$ cat config.mk
export PLATFORM = sky130hd
export DESIGN_NAME = prog_clk_gen_flat
export DESIGN_NICKNAME = d
export VERILOG_FILES = /design/src/rtl/prog_clk_gen_if.sv /design/src/rtl/prog_clk_gen.sv /design/src/flat_wrapper.sv
export SDC_FILE = /design/constraint.sdc
export NUM_CORES = 1
export LEC_CHECK = 0
export ABC_AREA = 1
export CAP_MARGIN = 10
export CORE_MARGIN = 5
export CORE_UTILIZATION = 30
export CTS_BUF_LIST = sky130_fd_sc_hd__clkbuf_4 sky130_fd_sc_hd__clkbuf_8
export CTS_CLUSTER_SIZE = 40
export DETAILED_ROUTE_END_ITERATION = 6
export PLACE_DENSITY = 0.55
export RECOVER_POWER = 25
export SLEW_MARGIN = 20
export SYNTH_ARGS = -nofsm -noshare
export SYNTH_HDL_FRONTEND = slang
export SYNTH_SLANG_ARGS = --single-unit
$ cat constraint.sdc
create_clock -name clk -period 2 [get_ports clk]
set_clock_uncertainty 0.05 [all_clocks]
set_input_delay 0.6 -clock clk [delete_from_list [all_inputs] [get_ports clk]]
set_output_delay 0.6 -clock clk [all_outputs]
set_load 0.03 [all_outputs]
$ cat src/rtl/prog_clk_gen_if.sv
// Configuration and output bundle of the programmable clock generator.
// The master side offers configuration and enable; the slave side is the generator.
interface prog_clk_gen_if #(
  parameter int CNT_W = 16
);
  logic             enable;
  logic             cfg_valid;
  logic             cfg_ready;
  logic [CNT_W-1:0] cfg_phase;
  logic [CNT_W-1:0] cfg_ton;
  logic [CNT_W-1:0] cfg_toff;
  logic             clk_out;
  logic             busy;
  logic             cfg_err;
  logic [7:0]       rise_cnt;

  modport master (
    output enable, cfg_valid, cfg_phase, cfg_ton, cfg_toff,
    input  cfg_ready, clk_out, busy, cfg_err, rise_cnt
  );

  modport slave (
    input  enable, cfg_valid, cfg_phase, cfg_ton, cfg_toff,
    output cfg_ready, clk_out, busy, cfg_err, rise_cnt
  );
endinterface

$ cat src/rtl/prog_clk_gen.sv
// Programmable clock generator: start phase delay, then ton high / toff low cycles,
// with glitch-free reconfiguration applied at period boundaries.
module prog_clk_gen #(
  parameter int CNT_W = 16
) (
  input  logic           clk,
  input  logic           rst_n,
  prog_clk_gen_if.slave  bus
);

  localparam logic [1:0] IDLE  = 2'd0;
  localparam logic [1:0] PHASE = 2'd1;
  localparam logic [1:0] HIGH  = 2'd2;
  localparam logic [1:0] LOW   = 2'd3;

  localparam logic [CNT_W-1:0] ONE  = CNT_W'(1'b1);
  localparam logic [CNT_W-1:0] ZERO = '0;

  logic [1:0]       state_r, state_nxt_s;
  logic [CNT_W-1:0] cnt_r, cnt_nxt_s;
  logic [CNT_W-1:0] act_phase_r, act_ton_r, act_toff_r;
  logic [CNT_W-1:0] act_phase_nxt_s, act_ton_nxt_s, act_toff_nxt_s;
  logic [CNT_W-1:0] pend_phase_r, pend_ton_r, pend_toff_r;
  logic [CNT_W-1:0] pend_phase_nxt_s, pend_ton_nxt_s, pend_toff_nxt_s;
  logic             pend_vld_r, pend_vld_nxt_s;
  logic             clk_out_r, busy_r, cfg_err_r;
  logic [7:0]       rise_cnt_r;
  logic             hs_s, bad_s, good_s, rise_s;

  assign hs_s   = bus.cfg_valid & ~pend_vld_r;
  assign bad_s  = (bus.cfg_ton == ZERO) | (bus.cfg_toff == ZERO);
  assign good_s = hs_s & ~bad_s;

  assign bus.cfg_ready = ~pend_vld_r;
  assign bus.clk_out   = clk_out_r;
  assign bus.busy      = busy_r;
  assign bus.cfg_err   = cfg_err_r;
  assign bus.rise_cnt  = rise_cnt_r;

  // Next-state, counter and configuration-register update logic.
  always_comb begin
    state_nxt_s      = state_r;
    cnt_nxt_s        = cnt_r;
    act_phase_nxt_s  = act_phase_r;
    act_ton_nxt_s    = act_ton_r;
    act_toff_nxt_s   = act_toff_r;
    pend_phase_nxt_s = pend_phase_r;
    pend_ton_nxt_s   = pend_ton_r;
    pend_toff_nxt_s  = pend_toff_r;
    pend_vld_nxt_s   = pend_vld_r;
    rise_s           = 1'b0;

    if (state_r == IDLE) begin
      if (bus.enable) begin
        if (act_phase_r == ZERO) begin
          state_nxt_s = HIGH;
          cnt_nxt_s   = act_ton_r - ONE;
          rise_s      = 1'b1;
        end else begin
          state_nxt_s = PHASE;
          cnt_nxt_s   = act_phase_r - ONE;
        end
      end else begin
        state_nxt_s = IDLE;
      end
      if (good_s) begin
        act_phase_nxt_s = bus.cfg_phase;
        act_ton_nxt_s   = bus.cfg_ton;
        act_toff_nxt_s  = bus.cfg_toff;
      end else begin
        act_phase_nxt_s = act_phase_r;
      end
    end else if (!bus.enable) begin
      // Stopping: the newest accepted config wins and nothing stays pending in IDLE.
      state_nxt_s    = IDLE;
      cnt_nxt_s      = ZERO;
      pend_vld_nxt_s = 1'b0;
      if (good_s) begin
        act_phase_nxt_s = bus.cfg_phase;
        act_ton_nxt_s   = bus.cfg_ton;
        act_toff_nxt_s  = bus.cfg_toff;
      end else if (pend_vld_r) begin
        act_phase_nxt_s = pend_phase_r;
        act_ton_nxt_s   = pend_ton_r;
        act_toff_nxt_s  = pend_toff_r;
      end else begin
        act_phase_nxt_s = act_phase_r;
      end
    end else begin
      case (state_r)
        PHASE: begin
          if (cnt_r == ZERO) begin
            state_nxt_s = HIGH;
            cnt_nxt_s   = act_ton_r - ONE;
            rise_s      = 1'b1;
          end else begin
            cnt_nxt_s = cnt_r - ONE;
          end
        end
        HIGH: begin
          if (cnt_r == ZERO) begin
            state_nxt_s = LOW;
            cnt_nxt_s   = act_toff_r - ONE;
          end else begin
            cnt_nxt_s = cnt_r - ONE;
          end
        end
        LOW: begin
          if (cnt_r == ZERO) begin
            state_nxt_s = HIGH;
            rise_s      = 1'b1;
            if (pend_vld_r) begin
              act_phase_nxt_s = pend_phase_r;
              act_ton_nxt_s   = pend_ton_r;
              act_toff_nxt_s  = pend_toff_r;
              pend_vld_nxt_s  = 1'b0;
              cnt_nxt_s       = pend_ton_r - ONE;
            end else begin
              cnt_nxt_s = act_ton_r - ONE;
            end
          end else begin
            cnt_nxt_s = cnt_r - ONE;
          end
        end
        default: begin
          state_nxt_s = IDLE;
          cnt_nxt_s   = ZERO;
        end
      endcase
      // A handshake is only possible with no pending entry, so it never collides with the load above.
      if (good_s) begin
        pend_phase_nxt_s = bus.cfg_phase;
        pend_ton_nxt_s   = bus.cfg_ton;
        pend_toff_nxt_s  = bus.cfg_toff;
        pend_vld_nxt_s   = 1'b1;
      end else begin
        pend_phase_nxt_s = pend_phase_r;
      end
    end
  end

  // State, configuration and registered output flops.
  always_ff @(posedge clk or negedge rst_n) begin
    if (!rst_n) begin
      state_r      <= IDLE;
      cnt_r        <= ZERO;
      act_phase_r  <= ZERO;
      act_ton_r    <= ONE;
      act_toff_r   <= ONE;
      pend_phase_r <= ZERO;
      pend_ton_r   <= ZERO;
      pend_toff_r  <= ZERO;
      pend_vld_r   <= 1'b0;
      clk_out_r    <= 1'b0;
      busy_r       <= 1'b0;
      cfg_err_r    <= 1'b0;
      rise_cnt_r   <= 8'd0;
    end else begin
      state_r      <= state_nxt_s;
      cnt_r        <= cnt_nxt_s;
      act_phase_r  <= act_phase_nxt_s;
      act_ton_r    <= act_ton_nxt_s;
      act_toff_r   <= act_toff_nxt_s;
      pend_phase_r <= pend_phase_nxt_s;
      pend_ton_r   <= pend_ton_nxt_s;
      pend_toff_r  <= pend_toff_nxt_s;
      pend_vld_r   <= pend_vld_nxt_s;
      clk_out_r    <= (state_nxt_s == HIGH);
      busy_r       <= (state_nxt_s != IDLE);
      cfg_err_r    <= hs_s & bad_s;
      rise_cnt_r   <= rise_s ? (rise_cnt_r + 8'd1) : rise_cnt_r;
    end
  end

endmodule

$ cat src/flat_wrapper.sv
// flat-port wrapper written by rule: the top's interface ports become plain ports
module prog_clk_gen_flat 
#(
  parameter int CNT_W = 16
)
  (clk, rst_n, bus_enable, bus_cfg_valid, bus_cfg_phase, bus_cfg_ton, bus_cfg_toff, bus_cfg_ready, bus_clk_out, bus_busy, bus_cfg_err, bus_rise_cnt);
  prog_clk_gen_if #(.CNT_W(CNT_W)) bus_i ();
  input  logic clk;
  input  logic rst_n;
  input wire logic [$bits(bus_i.enable)-1:0] bus_enable;
  input wire logic [$bits(bus_i.cfg_valid)-1:0] bus_cfg_valid;
  input wire logic [$bits(bus_i.cfg_phase)-1:0] bus_cfg_phase;
  input wire logic [$bits(bus_i.cfg_ton)-1:0] bus_cfg_ton;
  input wire logic [$bits(bus_i.cfg_toff)-1:0] bus_cfg_toff;
  output wire logic [$bits(bus_i.cfg_ready)-1:0] bus_cfg_ready;
  output wire logic [$bits(bus_i.clk_out)-1:0] bus_clk_out;
  output wire logic [$bits(bus_i.busy)-1:0] bus_busy;
  output wire logic [$bits(bus_i.cfg_err)-1:0] bus_cfg_err;
  output wire logic [$bits(bus_i.rise_cnt)-1:0] bus_rise_cnt;
  assign bus_i.enable = bus_enable;
  assign bus_i.cfg_valid = bus_cfg_valid;
  assign bus_i.cfg_phase = bus_cfg_phase;
  assign bus_i.cfg_ton = bus_cfg_ton;
  assign bus_i.cfg_toff = bus_cfg_toff;
  assign bus_cfg_ready = bus_i.cfg_ready;
  assign bus_clk_out = bus_i.clk_out;
  assign bus_busy = bus_i.busy;
  assign bus_cfg_err = bus_i.cfg_err;
  assign bus_rise_cnt = bus_i.rise_cnt;
  prog_clk_gen #(.CNT_W(CNT_W)) u_core (.clk(clk), .rst_n(rst_n), .bus(bus_i));
endmodule
==> results.json <==
{
  "totalWireLength_mm": 30.7,
  "core_area_um2": 29600,
  "cts_root_buf": "clkbuf_8",
  "cp_max_fo": 12,
  "cap_violations": 0,
  "status": "finished, final reports clean",
  "num_io_pins": 64,
  "synthFlopType": "dfrtp_1",
  "cp.required_ns": 2.34,
  "r2r_end": "u_core.cnt_r[14]",
  "pwr-share-clk_pct": 18.7,
  "hpwl_mm": 22.4,
  "antenna_found_initial": 0,
  "worst_hold_slack_ns": 0.411,
  "rrSetupSlack_ns": 0.02,
  "antennaDiodeCount": 0,
  "synth_edf_count": 0,
  "wl_met2_mm": 14.5,
  "tritoncts": "built",
  "p_leak_nw": 5.91,
  "endpoint": "u_core.act_phase_r[8]",
  "max_stage_delay_ns": 0.28,
  "hold_path_class": "in -> reg",
  "area_delta_synth_final_pct": 35.8,
  "die-area_um2": 33400,
  "cp.depth": 12,
  "synth_most_common_cell": "nand2_1",
  "fillerInstances": 3075,
  "drt-met1-wl_mm": 14.0,
  "worstSetupPathType": "in -> reg",
  "grt_pass1_vias": 9012,
  "top_layer": "met4",
  "drv_slew": 0,
  "synth_mux_area_share_pct": 3.08,
  "synthSimpleGateAreaFrac_pct": 32.1,
  "pre_cts_ws_ns": -0.731,
  "die_w_um": 183,
  "worstSetupStartpoint": "bus_cfg_ton[15]",
  "yosys_register_bits": 126,
  "clockBufferDepth": 2,
  "start_util_pct": 30.2,
  "p_sw_mw": 4.98,
  "post-route-period-util_pct": 99.1,
  "hold_viol": 0,
  "numPortBuffers": 63,
  "arrival_ns": 2.32,
  "synth_top_area_share_pct": 34.7,
  "avgRoutedWirePerCell_um": 16.4,
  "yosysTopAreaCell": "dfrtp_1",
  "setup_violations": 0,
  "clkTransAtPathRegs_ns": 0.09,
  "fmax_mhz": 505,
  "gp_congestion": 0.923,
  "num_rows": 63,
  "synth_area_per_cell_um2": 7.05,
  "ff2ff_path_depth": 15,
  "drt_first_pass_iters": 5,
  "htree_num_levels": 4,
  "max-slew-margin-rel_pct": 35.4,
  "tightest_slew_ns": 0.969,
  "synthTopCellsByArea": "dfrtp_1, nand2_1, nor2_1, inv_1, a21oi_1",
  "sw_frac_of_total_pct": 43.5,
  "wl_met3_mm": 1.44,
  "die_y_um": 183,
  "cts.sinks": 126,
  "syn_inst": 1268,
  "yosysWarningCount": 0,
  "synth_seq_area_share_pct": 35.3,
  "r2r-start": "u_core.act_ton_r[1]",
  "ir_drop_v": 0.000457,
  "combPwrFrac_pct": 47.8,
  "path_cells": "dlygate4sd2_1, inv_1, nand4_1, nor2_1, nand2_2, nand2_4, nor2_2, nand2_4, nand2_8, buf_12, o211ai_1, nand2_1",
  "grt_overflow": 0,
  "layout.nets": 1530,
  "synth_top_family_by_area": "simple AND/OR/NAND/NOR gates",
  "power.share.sequential_pct": 33.4,
  "ant_nets": 0,
  "p_int_mw": 6.47,
  "drtIter0Drc": 734,
  "num_vias": 9104,
  "critPathCaptureType": "flop",
  "crit_top_cell": "nand2_4",
  "start_kind": "input port",
  "grt_first_pass_wirelength_mm": 48.5,
  "critPathSlowestCell": "nor2_2",
  "numCtsBuffers": 17,
  "synth_compound_area_share_pct": 14.8,
  "synth_fp_nets": 1326,
  "worst_slack_ns": 0.0184,
  "synth_fa_ha_area_share_pct": 0.840,
  "synth_area_um2": 8940,
  "path_buf_inv": 3,
  "drc_errors": 0,
  "rsz0062_at_grt": "true",
  "synth-xor-area-share_pct": 4.51,
  "grt_max_degree": 59,
  "crit_family": "simple AND/OR/NAND/NOR gates",
  "power_mw": 11.5,
  "min_period_ns": 1.98,
  "ys_types": 48,
  "viasPerCell": 4.86,
  "drive_gt1_share_pct": 25.6,
  "grtUsageTotal_pct": 18.2,
  "ys_async_sr_fraction_pct": 100,
  "ys_top_cells_by_count": "nand2_1, nor2_1, inv_1",
  "clk_latency_ns": 0.45,
  "p_per_area_nw_per_um2": 943
}
==> power groups by stage <==
stage	sequential [mW]	clock (mW)	combinational, mW
finish	3.83	2.14	5.48
global route	3.91	2.31	6.08
CTS	3.80	2.21	5.09
detailed placement	3.84	0	4.81
global placement	3.83	0	4.76
floorplan	3.70	0	3.03
==> cell usage in the layout, fill, tap and decap left out, types with 29 or more instances in the layout <==
| cell | instances |
|---|---|
| dlygate4sd2_1 | 31 |
| buf_4 | 141 |
| o211ai_1 | 40 |
| xor2_1 | 29 |
| a21oi_1 | 66 |
| nand3_1 | 68 |
| dfrtp_1 | 123 |
| inv_1 | 110 |
| nand2_1 | 352 |
| o21ai_0 | 56 |
| nor2_1 | 141 |
==> worst min-delay path: stages <==
cell and delay, ns:
dlymetal6s2s_1 0.14, inv_2 0.06, o21ai_0 0.07
==> state kept, by name, summed over array words and instances (netlist names) <==
name,cells
u_core.cnt_r,16
u_core.bus.busy,1
u_core.state_r,2
u_core.bus.clk_out,1
u_core.pend_vld_r,1
u_core.act_phase_r,16
u_core.act_ton_r,16
u_core.bus.cfg_err,1
u_core.bus.rise_cnt,8
u_core.pend_phase_r,16
u_core.act_toff_r,16
u_core.pend_toff_r,16
u_core.pend_ton_r,16
==> layer usage <==
| metal | up-vias | track usage, % |
|---|---|---|
| met3 | 39 | 3.47 |
| li1 | 4521 | - |
| met2 | 218 | 29.4 |
| met1 | 4326 | 24.6 |
| met5 | - | 0 |
| met4 | 0 | 6.12 |
==> cell type report <==
class / instances / area [um^2] / area share, %
multi-input cells: 953 / 5360 / 44.2
flip-flops and latches: 126 / 3160 / 26.0
repair buffers: 234 / 2230 / 18.4
inverters: 139 / 536 / 4.41
well taps: 390 / 488 / 4.02
clock buffers: 19 / 255 / 2.10
clock inverters: 13 / 108 / 0.886
repair inverters: 1 / 7.51 / 0.0618
==> cell families (layout without fill, tap and decap cells) <==
logic type,after synthesis,after routing
buffers and inverters,190,406
XOR/XNOR,46,46
AO/OA/AOI/OAI,207,207
multiplexers,23,23
adder cells (fa/ha/maj),6,6
AND/OR/NAND/NOR,670,671
flip-flops,126,126
==> worst min-delay path by stage <==
stage / end / start / depth (start not counted) / slack [ns]
2_1_floorplan: u_core.act_phase_r[0] / rst_n / 0 / 0.25
3_3_place_gp: u_core.act_phase_r[1] / u_core.act_phase_r[1] / 2 / 0.42
3_5_place_dp: u_core.act_phase_r[0] / u_core.act_phase_r[0] / 2 / 0.42
4_1_cts: u_core.act_phase_r[0] / u_core.act_phase_r[0] / 2 / 0.44
5_1_grt: u_core.pend_toff_r[8] / bus_cfg_toff[8] / 3 / 0.42
6_report: u_core.pend_toff_r[9] / bus_cfg_toff[9] / 3 / 0.41
==> repair_timing <==
item | CTS | global route
hold buffers | 1 | 0
buffers inserted | 8 | 15
endpoints found under the hold margin | 24 | 0
pin swaps | 21 | 41
resized for setup | 73 | 105
endpoints found under the setup margin | 126 | 124
cloned | 5 | 5
==> through the flow <==
stage / util [%] / setup TNS [ns] / cells / area [um^2]
after detailed placement: 37.0 / -66.09 / 1812 / 10900
final: 41.1 / 0 / 1875 / 12100
after global routing: 41.1 / -0.588 / 1875 / 12100
after floorplan: - / 0 / 1268 / 8940
after global placement: 37.0 / -66.27 / 1812 / 10900
after CTS: 39.4 / -0.00946 / 1858 / 11700
No activity file was read; power rests on OpenSTA's default activity.
